## src/rtl/rv32_pkg.sv

```systemverilog
// Shared RV32I core definitions: datapath widths, register-file state
// encoding and the x0 index used by the decoder, hazard logic and regfile.
package rv32_pkg;

    localparam int unsigned XLEN       = 32;
    localparam int unsigned REG_ADDR_W = 5;
    localparam int unsigned NREG       = 32;

    // Register-file lifecycle: clearing after reset, then normal operation.
    typedef enum logic {
        RF_INIT = 1'b0,
        RF_RUN  = 1'b1
    } rf_state_e;

    localparam logic [REG_ADDR_W-1:0] REG_ZERO = REG_ADDR_W'(0);

endpackage

```

## src/rtl/reg_file_init_seq.sv

```systemverilog
// Post-reset clear sequencer for the register file.
// Walks x1..x31 one entry per cycle, then enters RUN and raises Ready.
// Ports:
//   clk, rst_n  - clock, synchronous active-low reset
//   init_we     - 1 while clearing (INIT state), registered
//   init_addr   - entry being cleared this cycle, registered
//   Ready       - 1 once every entry has been cleared, registered
module reg_file_init_seq
    import rv32_pkg::*;
(
    input  logic                  clk,
    input  logic                  rst_n,
    output logic                  init_we,
    output logic [REG_ADDR_W-1:0] init_addr,
    output logic                  Ready
);

    rf_state_e             state_q, state_d;
    logic [REG_ADDR_W-1:0] cnt_q, cnt_d;
    logic                  we_q, we_d;
    logic                  ready_q, ready_d;

    // State register; the counter restarts at x1 since x0 has no storage.
    always_ff @(posedge clk) begin
        if (!rst_n) begin
            state_q <= RF_INIT;
            cnt_q   <= REG_ADDR_W'(1);
            we_q    <= 1'b1;
            ready_q <= 1'b0;
        end else begin
            state_q <= state_d;
            cnt_q   <= cnt_d;
            we_q    <= we_d;
            ready_q <= ready_d;
        end
    end

    // Next state: advance the clear pointer; leave INIT on the edge that clears the last entry.
    always_comb begin
        state_d = state_q;
        cnt_d   = cnt_q;
        we_d    = we_q;
        ready_d = ready_q;
        case (state_q)
            RF_INIT: begin
                cnt_d = cnt_q + REG_ADDR_W'(1);
                if (cnt_q == REG_ADDR_W'(NREG - 1)) begin
                    state_d = RF_RUN;
                    we_d    = 1'b0;
                    ready_d = 1'b1;
                end
            end
            RF_RUN: begin
            end
            default: state_d = RF_INIT;
        endcase
    end

    assign init_we   = we_q;
    assign init_addr = cnt_q;
    assign Ready     = ready_q;

endmodule

```

## src/rtl/reg_file.sv

```systemverilog
// RV32I architectural register file: 2 combinational read ports, 1 write port.
// Entries are cleared by reg_file_init_seq after each reset; x0 reads zero.
// Ports:
//   clk, rst_n                     - clock, synchronous active-low reset
//   RegWrite/Write_register/Write_data - core write port (ignored during init)
//   Read_register1/2 -> Read_data1/2  - combinational reads, optional bypass
//   Ready                          - 1 once init is complete
module reg_file
    import rv32_pkg::*;
#(
    parameter int unsigned XLEN   = rv32_pkg::XLEN,
    parameter int unsigned NREG   = rv32_pkg::NREG,
    parameter bit          BYPASS = 1'b1
) (
    input  logic                  clk,
    input  logic                  rst_n,
    input  logic                  RegWrite,
    input  logic [REG_ADDR_W-1:0] Write_register,
    input  logic [XLEN-1:0]       Write_data,
    input  logic [REG_ADDR_W-1:0] Read_register1,
    input  logic [REG_ADDR_W-1:0] Read_register2,
    output logic [XLEN-1:0]       Read_data1,
    output logic [XLEN-1:0]       Read_data2,
    output logic                  Ready
);

    logic [XLEN-1:0]       regs [1:NREG-1];
    logic                  init_we;
    logic [REG_ADDR_W-1:0] init_addr;
    logic                  wr_en_c;
    logic [REG_ADDR_W-1:0] wr_addr_c;
    logic [XLEN-1:0]       wr_data_c;

    reg_file_init_seq u_init_seq (
        .clk       (clk),
        .rst_n     (rst_n),
        .init_we   (init_we),
        .init_addr (init_addr),
        .Ready     (Ready)
    );

    // Write source select: the clear sequencer owns the port during init.
    // rst_n gates the enable so nothing is written on a reset edge.
    always_comb begin
        wr_en_c   = 1'b0;
        wr_addr_c = Write_register;
        wr_data_c = Write_data;
        if (init_we) begin
            wr_en_c   = rst_n;
            wr_addr_c = init_addr;
            wr_data_c = '0;
        end else begin
            wr_en_c = rst_n & RegWrite & (Write_register != REG_ZERO);
        end
    end

    // Storage has no reset; contents come from the init sweep.
    always_ff @(posedge clk) begin
        if (wr_en_c) begin
            regs[wr_addr_c] <= wr_data_c;
        end
    end

    function automatic logic [XLEN-1:0] read_port(input logic [REG_ADDR_W-1:0] idx);
        logic [XLEN-1:0] val;
        val = '0;
        if (!Ready || idx == REG_ZERO) begin
            val = '0;
        end else if (BYPASS && RegWrite && Write_register == idx) begin
            val = Write_data;
        end else begin
            val = regs[idx];
        end
        return val;
    endfunction

    // Combinational reads; forced to zero until init completes.
    always_comb begin
        Read_data1 = read_port(Read_register1);
        Read_data2 = read_port(Read_register2);
    end

endmodule

```

## config.mk

```make
export PLATFORM = sky130hd
export DESIGN_NAME = reg_file
export DESIGN_NICKNAME = d
export VERILOG_FILES = /design/src/rtl/rv32_pkg.sv /design/src/rtl/reg_file_init_seq.sv /design/src/rtl/reg_file.sv
export SDC_FILE = /design/constraint.sdc
export NUM_CORES = 1
export LEC_CHECK = 0
export CAP_MARGIN = 20
export CORE_MARGIN = 2
export CORE_UTILIZATION = 45
export DETAILED_ROUTE_END_ITERATION = 10
export GPL_TIMING_DRIVEN = 1
export MAX_ROUTING_LAYER = met4
export SLEW_MARGIN = 20
export SYNTH_ARGS = -nofsm -noshare
export SYNTH_HDL_FRONTEND = slang
export SYNTH_SLANG_ARGS = --single-unit
```

## constraint.sdc

```tcl
create_clock -name clk -period 6.8 [get_ports clk]
set_clock_uncertainty 0.1 [all_clocks]
set_input_delay 1.7 -clock clk [delete_from_list [all_inputs] [get_ports clk]]
set_output_delay 1.7 -clock clk [all_outputs]
set_load 0.02 [all_outputs]
```

==> results.cfg <==
[clocking]
cts_sinks = 1000
cts_buffers = 106
post-cts-setup-buffers = 0
cts.path.max_buffers = 3
clock_latency_ns = 0.67
cts-resized-gates = 0
root_buffer = clkbuf_16
htreeDepth = 3
tritoncts = built
hold_buffers = 0
clk_pin_slew_worst_paths_ns = 0.06

[status]
status = complete, no violations

[timing]
min_period_ns = 6.69
clock.fmax_mhz = 149
worstMarginPinSlew_ns = 1.19
tns_ns = 0
fin_crit_sh_pct = 98.4
finalHoldViolations = 0
maxSlewViolCount = 0
max_slew_margin_pct = 20.4
rsz0062_at_grt = false
finalSetupViolCount = 0
fin_ws_ns = 0.108

[worst_setup_path]
startpoint_type = input port
reg2reg_from = u_init_seq.init_we
r2r-end = regs[30][14]
r2r_setup_slack_ns = 2.56
worstSetupPathType = input port to primary output
critPathRequiredTime_ns = 5.00
critPathCaptureType = primary output
ff2ff_path_depth = 6
critical_path.max_fanout = 29
cp.arrival_ns = 4.89

[synthesis]
yosysTopAreaCell = edfxtp_1
ys_types = 53
yosys_warnings = 0
avgSynthCellArea_um2 = 18.0
yosys-top-cells-area = edfxtp_1, mux4_2, mux2i_1, nor2_1, a22oi_1
synth.top_cell.area_share_pct = 63.1
syn_nets = 2679
synth-seq-cells = 1000
ys.flop_type = edfxtp_1
synth_area_um2 = 47200
synth-edff-count = 992
async_flop_share_pct = 0
syn_inst = 2627
seq_area_frac_synth_pct = 63.4

[global_route]
overflow = 0
antenna_found_initial = 14
grt_max_degree = 84
grt_usage_pct = 30.7
grt_pass1_wl_um = 225000
first_global_vias = 29540

[floorplanning]
rows = 118
die_w_um = 328
die_h_um = 328
initial_core_util_pct = 45.5
core_area_um2 = 104000
dieArea_um2 = 108000
ios = 115

[placement]
numPortBuffers = 114
dp.cells = 4098
hpwl_um = 100000
gp_congestion = 0.917
pre_cts_ws_ns = 0.219

[hold_path]
hold_depth = 2
min_from = u_init_seq.init_addr[4]
hold_path_class = register to register
whs_endpoint = u_init_seq.init_addr[4]

[drt]
totalWireLength_um = 161000
wl_per_cell_um = 37.3
via_per_inst = 6.91
drc_errors = 0
dr.pass1.iters = 6
drt_first_iter_violations = 4567
vias = 29707
drtAntennaViolNets = 0

[power]
p_leak_nw = 17.9
p_per_area_nw_per_um2 = 249
power_mw = 13.6
max-vdd-ir-drop_mv = 0.217

[job]
drv_cap = 0

[layout]
syn2layout_area_growth_pct = 15.9
fin_nets = 2879
final_cell_mix = edfxtp_1, mux4_2, mux2i_1
layout-drive-gt1-share_pct = 28.9
finalNonFillerCells = 4301
layout_commonest_cell = edfxtp_1
power breakdown:
| group | total (mW) | internal [mW] | switching, mW |
|---|---|---|---|
| Combinational | 1.14 | 0.465 | 0.674 |
| Sequential | 6.75 | 6.73 | 0.0225 |
| Clock | 5.73 | 3.31 | 2.42 |
| Total | 13.6 | 10.5 | 3.12 |
layer usage:
metal / global-route usage [%] / wire, um
met1: 42.9 / 63700
met2: 45.0 / 72900
met3: 6.97 / 18700
met4: 9.86 / 5350
met5: - / 0
Yosys cell counts (all sizes together) (8+ instances only):
master and number:
and3 31, clkbuf 93, o22ai 32, inv 9, nor2b 42, a22o 27, mux2 17, buf 126
dfxtp 8, nand2 39, a32oi 15, edfxtp 992, mux2i 198, a21oi 76, mux4 413, nor2 168
a2111oi 9, a211oi 49, xnor2 9, o21ai 45, nor4 30, a31oi 13, a221oi 37, nor3 30
a22oi 79
worst max-delay path: stages:
cell	delay (ns)
clkdlybuf4s50_1	0.57
xor2_1	0.22
nor3_1	0.49
a41o_2	0.35
buf_12	0.23
nor2_1	0.10
nor4_1	0.45
clkdlybuf4s50_1	0.70
sequential cells by signal (all words and copies together), names as in the netlist:
register and count:
u_init_seq.init_addr 5, u_init_seq.Ready 1, u_init_seq.state_q 1, u_init_seq.init_we 1
regs 992
worst max-delay path by stage:
stage | startpoint | slack (ns) | depth (start not counted) | endpoint
floorplan | Read_register1[0] | 1.40 | 7 | Read_data1[26]
global placement | Write_register[1] | 0.32 | 8 | Read_data1[13]
detailed placement | Write_register[1] | 0.22 | 8 | Read_data1[19]
CTS | Write_register[1] | 0.21 | 8 | Read_data1[19]
global route | Write_register[1] | 0.06 | 8 | Read_data1[19]
finish | Write_register[1] | 0.11 | 8 | Read_data1[14]
cell families (layout without fill, tap and decap cells):
kind of cell / count (synthesis) / after routing / share of synthesized area (%)
muxes: 628 / 628 / 24.3
buffers and inverters: 229 / 515 / 2.57
adders and majority gates: 2 / 2 / 0.0530
AOI/OAI and AO/OA: 400 / 400 / 5.89
other: 0 / 8 / 0
xor gates and xnor gates: 13 / 13 / 0.241
and+or+nand+nor: 355 / 355 / 3.52
DFF: 1000 / 1000 / 63.4
final cells by class:
cell class | count | area (um2)
fill | 8143 | 49000
timing repair buffer | 311 | 3200
clock buffer | 131 | 2790
clock inverter | 63 | 583
antenna | 8 | 20.0
sequential | 1000 | 30000
multi-input combinational | 1398 | 16400
tap | 1380 | 1730
inverter | 10 | 37.5
per-stage QoR:
step | hold slack [ns] | utilization [%] | instance area (um2)
after floorplan | 0.444 | - | 47200
after global placement | 0.498 | 49.4 | 51300
after detailed placement | 0.521 | 49.4 | 51300
after CTS | 0.541 | 52.7 | 54700
after global routing | 0.561 | 52.7 | 54700
final | 0.541 | 52.7 | 54700
Note: power is estimated with default switching activity, not from simulation.
